### src/rtl/hex_slot_store_if.sv
// hex_slot_store_if: bundles the switch-side inputs and the LED/7-seg side
// outputs of hex_slot_store.
//   master : the driver of the switches (board top or bench)
//   slave  : hex_slot_store itself
//   data_in/wr_en/disp_mode/scan_en/slot_sel  master -> slave
//   led_val/seg_out/cur_slot/count/full/overflow  slave -> master
interface hex_slot_store_if #(
  parameter int DATA_W = 4,
  parameter int NSLOTS = 4
);
  localparam int SW = $clog2(NSLOTS);

  logic [DATA_W-1:0] data_in;
  logic              wr_en;
  logic              disp_mode;
  logic              scan_en;
  logic [SW-1:0]     slot_sel;
  logic [DATA_W-1:0] led_val;
  logic [7:0]        seg_out;
  logic [SW-1:0]     cur_slot;
  logic [SW:0]       count;
  logic              full;
  logic              overflow;

  modport master (
    output data_in, wr_en, disp_mode, scan_en, slot_sel,
    input  led_val, seg_out, cur_slot, count, full, overflow
  );

  modport slave (
    input  data_in, wr_en, disp_mode, scan_en, slot_sel,
    output led_val, seg_out, cur_slot, count, full, overflow
  );
endinterface

### src/rtl/hex_slot_store.sv
// hex_slot_store: captures up to NSLOTS switch values into a slot bank while
// in store mode, and in display mode shows one slot on LEDs and a 7-seg digit,
// either manually selected or auto-scanned.
//   clk_2  : divided board clock, all state on posedge
//   reset  : synchronous, active-high
//   bus    : hex_slot_store_if.slave (switch inputs, LED/seg/status outputs)
// led_val, seg_out and cur_slot are registered (one cycle behind the shown
// index); count/full/overflow come straight from state.
module hex_slot_store #(
  parameter int DATA_W   = 4,
  parameter int NSLOTS   = 4,
  parameter int TICK_DIV = 2
) (
  input logic             clk_2,
  input logic             reset,
  hex_slot_store_if.slave bus
);
  localparam int SW = $clog2(NSLOTS);
  localparam int TW = (TICK_DIV > 1) ? $clog2(TICK_DIV) : 1;

  logic [NSLOTS-1:0][DATA_W-1:0] slots;
  logic [SW-1:0]     wr_ptr;
  logic [SW:0]       count_q;
  logic              ovf_q;
  logic [SW-1:0]     scan_idx;
  logic [TW-1:0]     tick;
  logic [DATA_W-1:0] led_q;
  logic [7:0]        seg_q;
  logic [SW-1:0]     cur_q;

  logic              full_w;
  logic              auto_on;
  logic [SW-1:0]     shown_idx;
  logic              shown_ok;
  logic [DATA_W-1:0] rd_val;
  logic              tick_wrap;
  logic              scan_last;

  function automatic logic [6:0] glyph(input logic [3:0] v);
    case (v)
      4'h0: glyph = 7'h3F;  4'h1: glyph = 7'h06;
      4'h2: glyph = 7'h5B;  4'h3: glyph = 7'h4F;
      4'h4: glyph = 7'h66;  4'h5: glyph = 7'h6D;
      4'h6: glyph = 7'h7D;  4'h7: glyph = 7'h07;
      4'h8: glyph = 7'h7F;  4'h9: glyph = 7'h6F;
      4'hA: glyph = 7'h77;  4'hB: glyph = 7'h7C;
      4'hC: glyph = 7'h39;  4'hD: glyph = 7'h5E;
      4'hE: glyph = 7'h79;  default: glyph = 7'h71;
    endcase
  endfunction

  assign full_w    = (count_q == (SW+1)'(NSLOTS));
  assign auto_on   = bus.disp_mode & bus.scan_en;
  assign shown_idx = auto_on ? scan_idx : bus.slot_sel;
  // Covers both the empty bank and a manual pick past the filled region.
  assign shown_ok  = ({1'b0, shown_idx} < count_q);
  assign tick_wrap = (tick == TW'(TICK_DIV - 1));
  // Also true when count is 0, so the scan index never leaves slot 0.
  assign scan_last = (({1'b0, scan_idx} + (SW+1)'(1)) >= count_q);

  // Compare-based read mux keeps indices in range for non-power-of-2 NSLOTS.
  always_comb begin
    rd_val = '0;
    for (int i = 0; i < NSLOTS; i++)
      if (shown_idx == SW'(i)) rd_val = slots[i];
  end

  always_ff @(posedge clk_2) begin
    if (reset) begin
      slots    <= '0;
      wr_ptr   <= '0;
      count_q  <= '0;
      ovf_q    <= 1'b0;
      scan_idx <= '0;
      tick     <= '0;
      led_q    <= '0;
      seg_q    <= 8'h00;
      cur_q    <= '0;
    end else begin
      // Capture: only in store mode, never overwrites a full bank.
      if (!bus.disp_mode && bus.wr_en) begin
        if (full_w) begin
          ovf_q <= 1'b1;
        end else begin
          for (int i = 0; i < NSLOTS; i++)
            if (wr_ptr == SW'(i)) slots[i] <= bus.data_in;
          wr_ptr  <= (wr_ptr == SW'(NSLOTS - 1)) ? '0 : wr_ptr + SW'(1);
          count_q <= count_q + (SW+1)'(1);
        end
      end

      // Auto-scan dwell; leaving auto-scan rearms at slot 0, full dwell.
      if (auto_on) begin
        if (tick_wrap) begin
          tick     <= '0;
          scan_idx <= scan_last ? '0 : scan_idx + SW'(1);
        end else begin
          tick <= tick + TW'(1);
        end
      end else begin
        tick     <= '0;
        scan_idx <= '0;
      end

      // Display registers update only in display mode; store mode holds them.
      if (bus.disp_mode) begin
        cur_q <= shown_idx;
        led_q <= shown_ok ? rd_val : '0;
        seg_q <= shown_ok ? {1'b0, glyph(rd_val[3:0])} : 8'h40;
      end
    end
  end

  assign bus.led_val  = led_q;
  assign bus.seg_out  = seg_q;
  assign bus.cur_slot = cur_q;
  assign bus.count    = count_q;
  assign bus.full     = full_w;
  assign bus.overflow = ovf_q;
endmodule

### src/flat_wrapper.sv
// flat-port wrapper written by rule: the top's interface ports become plain ports
module hex_slot_store_flat 
#(
  parameter int DATA_W   = 4,
  parameter int NSLOTS   = 4,
  parameter int TICK_DIV = 2
)
  (clk_2, reset, bus_data_in, bus_wr_en, bus_disp_mode, bus_scan_en, bus_slot_sel, bus_led_val, bus_seg_out, bus_cur_slot, bus_count, bus_full, bus_overflow);
  hex_slot_store_if #(.DATA_W(DATA_W), .NSLOTS(NSLOTS)) bus_i ();
  input logic clk_2;
  input logic reset;
  input wire logic [$bits(bus_i.data_in)-1:0] bus_data_in;
  input wire logic [$bits(bus_i.wr_en)-1:0] bus_wr_en;
  input wire logic [$bits(bus_i.disp_mode)-1:0] bus_disp_mode;
  input wire logic [$bits(bus_i.scan_en)-1:0] bus_scan_en;
  input wire logic [$bits(bus_i.slot_sel)-1:0] bus_slot_sel;
  output wire logic [$bits(bus_i.led_val)-1:0] bus_led_val;
  output wire logic [$bits(bus_i.seg_out)-1:0] bus_seg_out;
  output wire logic [$bits(bus_i.cur_slot)-1:0] bus_cur_slot;
  output wire logic [$bits(bus_i.count)-1:0] bus_count;
  output wire logic [$bits(bus_i.full)-1:0] bus_full;
  output wire logic [$bits(bus_i.overflow)-1:0] bus_overflow;
  assign bus_i.data_in = bus_data_in;
  assign bus_i.wr_en = bus_wr_en;
  assign bus_i.disp_mode = bus_disp_mode;
  assign bus_i.scan_en = bus_scan_en;
  assign bus_i.slot_sel = bus_slot_sel;
  assign bus_led_val = bus_i.led_val;
  assign bus_seg_out = bus_i.seg_out;
  assign bus_cur_slot = bus_i.cur_slot;
  assign bus_count = bus_i.count;
  assign bus_full = bus_i.full;
  assign bus_overflow = bus_i.overflow;
  hex_slot_store #(.DATA_W(DATA_W), .NSLOTS(NSLOTS), .TICK_DIV(TICK_DIV)) u_core (.clk_2(clk_2), .reset(reset), .bus(bus_i));
endmodule
### config.mk
export PLATFORM = sky130hd
export DESIGN_NAME = hex_slot_store_flat
export DESIGN_NICKNAME = d
export VERILOG_FILES = /design/src/rtl/hex_slot_store_if.sv /design/src/rtl/hex_slot_store.sv /design/src/flat_wrapper.sv
export SDC_FILE = /design/constraint.sdc
export NUM_CORES = 1
export LEC_CHECK = 0
export BUFFER_PORTS_ARGS = -buffer_cell sky130_fd_sc_hd__buf_4
export CAP_MARGIN = 20
export CORE_MARGIN = 2
export CORE_UTILIZATION = 50
export DETAILED_ROUTE_END_ITERATION = 8
export PLACE_DENSITY = 0.71
export SETUP_SLACK_MARGIN = 0.3
export SYNTH_ARGS = -nofsm -noshare
export SYNTH_HDL_FRONTEND = slang
export SYNTH_SLANG_ARGS = --single-unit
### constraint.sdc
create_clock -name clk_2 -period 3.6 [get_ports clk_2]
set_input_delay 1.08 -clock clk_2 [delete_from_list [all_inputs] [get_ports clk_2]]
set_output_delay 1.08 -clock clk_2 [all_outputs]
set_load 0.1 [all_outputs]
Word level (Yosys, flattened, before mapping)
Memory sizes are Yosys's and may differ from the RTL's.
Cells that the tools add are included.
Widths: inputs -> output; s select.
- add/sub/neg operators: 5
- order comparisons: 2
- equal/unequal tests: 7
- muxes and demuxes: 9
- bitwise logic cells: 3
- reductions and logical operators: 12
- operators by type and width (cell ; count):
    $mux 4 ; 5
    $reduce_and 3->1 ; 4
    $eq 2x2->1 const B ; 4
    $mux 7 ; 1
    $mux 2 ; 3
    $add 2x1->2 const B ; 2
    $eq 2x1->1 const B ; 2
    $logic_not 2->1 ; 2
    $reduce_and 2->1 ; 2
    $add 2x1->3 const B ; 1
    $add 3x1->3 const B ; 1
    $eq 3x3->1 const B ; 1
    $ge 3x3->1 ; 1
    $lt 2x3->1 ; 1
    $reduce_or 3->1 ; 1
    $not 1->1 ; 2
    $reduce_or 2->1 ; 1
    $add 1x1->1 const B ; 1
    $and 1x1->1 ; 1
    $logic_and 1x1->1 ; 1
    $logic_not 1->1 ; 1
- register bits after elaboration: 39
- bits in read-only memories: 112
- output and inout port bits: 19
- logic and storage cells: 51
- memories: 1
- memory list (memory ; depth ; width ; read ports ; clocked after Yosys merged registers in ; write ports ; RTL line ; source):
    (no name shown) ; 16 ; 7 ; 1 ; 0 ; 0 ; hex_slot_store.sv:40 ; case (v)

Logic depth before layout (Yosys ltp)
An unclocked memory read counts as a cell.
- depth in word-level cells: 9
- depth in mapped cells: 9
- mapped depth without buffers: 9

Worst setup path after synthesis
OpenSTA, ideal clock, no wires.
- kind: input to register
- start point: in bus_slot_sel[0]
- end point: reg u_core.seg_q[2] (netlist: u_core.bus.seg_out[2])
- data arrival time: 2868 ps
- slack: 613 ps
- stages: 9
- path through: a21boi_1 > nor2_4 > mux2i_1 > mux2i_1 > inv_1 > ha_1 > nor3_1 > nand2_1 > a32o_1
- longest elaborated chain between the ends: 8
- ends and longest elaborated chain (what ; RTL line ; source):
    from (decl) ; flat_wrapper.sv:16 ; input wire logic [$bits(bus_i.slot_sel)-1:0] bus_slot_sel;
    $mux 2 (*) ; hex_slot_store.sv:54 ; assign shown_idx = auto_on ? scan_idx : bus.slot_sel;
    $logic_not 2->1 ; hex_slot_store.sv:65 ; if (shown_idx == SW'(i)) rd_val = slots[i];
    $mux 4 (4 in a row) ; hex_slot_store.sv:65 ;
    $mem_v2 16x7 ; - ;
    $mux 7 (*) ; hex_slot_store.sv:109 ; seg_q <= shown_ok ? {1'b0, glyph(rd_val[3:0])} : 8'h40;
    to (signal assigned) ; hex_slot_store.sv:109 ;
    to (decl) ; hex_slot_store.sv:28 ; logic [7:0] seg_q;
Mark *: on every way between the ends. The rest lies on a longest branch, timed or not.
A chain may end at the register's enable or synchronous reset.

Worst setup path after layout
- start point: in bus_disp_mode
- end point: reg u_core.seg_q[2] (netlist: u_core.bus.seg_out[2])
- longest elaborated chain between the ends: 9
- ends and longest elaborated chain (what ; RTL line ; source):
    from (decl) ; flat_wrapper.sv:14 ; input wire logic [$bits(bus_i.disp_mode)-1:0] bus_disp_mode;
    $and 1x1->1 ; hex_slot_store.sv:53 ; assign auto_on = bus.disp_mode & bus.scan_en;
    $mux 2 ; hex_slot_store.sv:54 ;
    $logic_not 2->1 ; hex_slot_store.sv:65 ;
    $mux 4 (4 in a row) ; hex_slot_store.sv:65 ;
    $mem_v2 16x7 ; - ;
    $mux 7 ; hex_slot_store.sv:109 ;
Parallel ways exist; a longest one is shown, timed or not.

==> run metrics <==
initial antenna violation count 0; Post-CTS Resized 0; Crit Path Category in2reg; CTS Buf Count 5; routed len/inst 13.5 µm; # Post-CTS Setup Buffers 0; Critical Path AT 3.06 ns; Max Fanout on Critical Path 17; GRT Residual Overflow 0; #FFs+latches synth 38; outcome complete, no violations; Ports 30; post-layout min period 2.87 ns; Critical Path Start Type input pin; Unique masters post-synth 51; GRT Overall Usage 21.7%; Die Height 68.4 µm; simple-gate share of the synthesized area 24.8%; final core utilization 59.5%; Post-Synth Adder-Cell Area 10.3%; Post-Synth XOR/XNOR Area 0.844%; global-route wire length before repair 7600 µm; largest family of logic cells by synthesized area simple AND/OR/NAND/NOR gates; clock-pin slew on the worst setup and hold paths 0.07 ns; most frequent cells in the layout dfxtp_1 (38), nand2_1 (33), buf_4 (31); Hold Crit Class reg2reg; Worst-Skew Late Latency 0.29 ns; RSZ-0062 raised after global routing false; vias in the first global route 1655; DR vias 1795; CP Capture Type flip-flop; Cells after Synth 245; commonest non-fill, non-tap cell in the layout dfxtp_1; CTS tree yes; Routed Antenna Nets 0; Final Hold Viols 0; HPWL after detailed placement 3370 µm; Synth Warn # 0; final WL 4380 µm; power per cell area 386 nW/µm²; Setup TNS Final 0 ns; mux cell area share after synthesis 5.91%; pin count of the biggest net entering global routing 36; clock sink total 38; RR Startpoint u_core.scan_idx[0]; max-slew violations 0; Mapped Nets 273; Post-route DRC 0; leakage power 0.965 nW; RD Place Congestion 0.917; fin worst setup slack 0.729 ns; Hold Path Origin u_core.slots[7]; fraction of registers with async set/reset 0%; register area share after synthesis 36.7%; Fin Clk Skew 0.00233 ns; area delta synth->final 14.8%; pre-CTS WS 0.449 ns; CTS hold repair buffers 0; Max-cap violations 0; # diodes 0; Mean Syn Cell Area 8.47 µm²; period utilisation layout 79.8%; crit path from bus_disp_mode; Initial Util 51.9%; dominant synthesized flop cell dfxtp_1; CTS max path bufs 2; share of layout cells above drive strength 1 19.4%; IO buf count 28; Mapped Area 2070 µm²; router iterations before antenna repair 4; nets 301; WP data required 3.79 ns; row count 23; die area 4680 µm²; Compound-Gate Fraction of Synth Area 16.4%; chip width 68.4 µm; routed vias/inst 5.56; VDD IR max 0.000285 V; EDFF count, synth 0; Setup Viol. Count Final 0; Placeable Area 4000 µm²; CTS root buffer clkbuf_8; max frequency 0.348 GHz; Pwr Total 0.919 mW; H-Tree Level Count 2; 1st-iter DRT viols 102
[flip-flops by register name, indices dropped and copies added, names as in the netlist]
register             cells
u_core.bus.cur_slot      2
u_core.bus.led_val       4
u_core.scan_idx          2
u_core.bus.seg_out       7
u_core.bus.count         3
u_core.bus.overflow      1
u_core.tick              1
u_core.wr_ptr            2
u_core.slots            16
[stage by stage]
| stage | instances | hold slack [ns] | instance area (µm²) |
|---|---|---|---|
| floorplan | 245 | 0.432 | 2070 |
| global placement | 316 | 0.440 | 2300 |
| detailed placement | 316 | 0.446 | 2300 |
| CTS | 323 | 0.456 | 2380 |
| global route | 323 | 0.473 | 2380 |
| finish | 323 | 0.454 | 2380 |
[worst max-delay path: stages]
cell	delay (ns)
buf_4	0.17
and3_2	0.22
nor2_4	0.19
mux2i_1	0.20
mux2_2	0.27
inv_1	0.08
ha_1	0.22
nor3_1	0.26
nand2_1	0.09
a32o_1	0.26
[metal layers]
metal | routed length [µm] | track usage, %
met1 | 2000 | 27.1
met2 | 2100 | 36.2
met3 | 251 | 6.41
met4 | 27 | 5.75
met5 | 0 | 0
[cells by family after synthesis]
kind of cell | Yosys count
XOR/XNOR | 2
AO/OA/AOI/OAI | 52
flip-flops | 38
multiplexers | 12
other | 1
AND/OR/NAND/NOR | 104
adder cells (fa/ha/maj) | 17
buffers and inverters | 19
[path summary, 6_finish.rpt]
path	endpoint	slack (ns)	cells past startpoint
worst min-delay path	u_core.slots[7]	0.45	2
worst min register to register	u_core.slots[7]	0.45	2
worst max register to register	u_core.bus.seg_out[2]	1.26	9
worst max-delay path	u_core.bus.seg_out[2]	0.73	10
[synthesized netlist by cell type, drive strengths merged (2+ instances only)]
library cell  count  area, µm²
nor3              8       45.0
inv               9       33.8
nor2             19       86.3
and2              2       13.8
nor2b             4       25.0
o211ai            3       22.5
a31oi             3       18.8
a21o              2       16.3
a211oi            2       15.0
a21oi            22        110
mux2              2       22.5
xnor2             2       17.5
and3              8       62.6
nand3            25        125
o21ai             6       30.0
a32o              2       20.0
buf               4       35.0
mux2i            10        100
a21boi            3       26.3
ha               17        213
nor4              2       12.5
dfxtp            38        761
clkbuf            6       32.5
nand2            33        124
[where the power goes]
| part | internal, mW | switching (mW) | leakage, nW |
|---|---|---|---|
| clock | 0.130 | 0.141 | 0.0438 |
| combinational | 0.0579 | 0.144 | 0.613 |
| sequential | 0.435 | 0.0104 | 0.309 |
[final cells by class]
type / count / area [µm²]
Sequential cell: 38 / 761
Inverter: 9 / 33.8
Multi-Input combinational cell: 188 / 1210
Timing Repair Buffer: 31 / 233
Clock inverter: 2 / 10.0
Tap cell: 50 / 62.6
Clock buffer: 5 / 68.8
Fill cell: 383 / 1620
(Power assumes the default switching activity.)
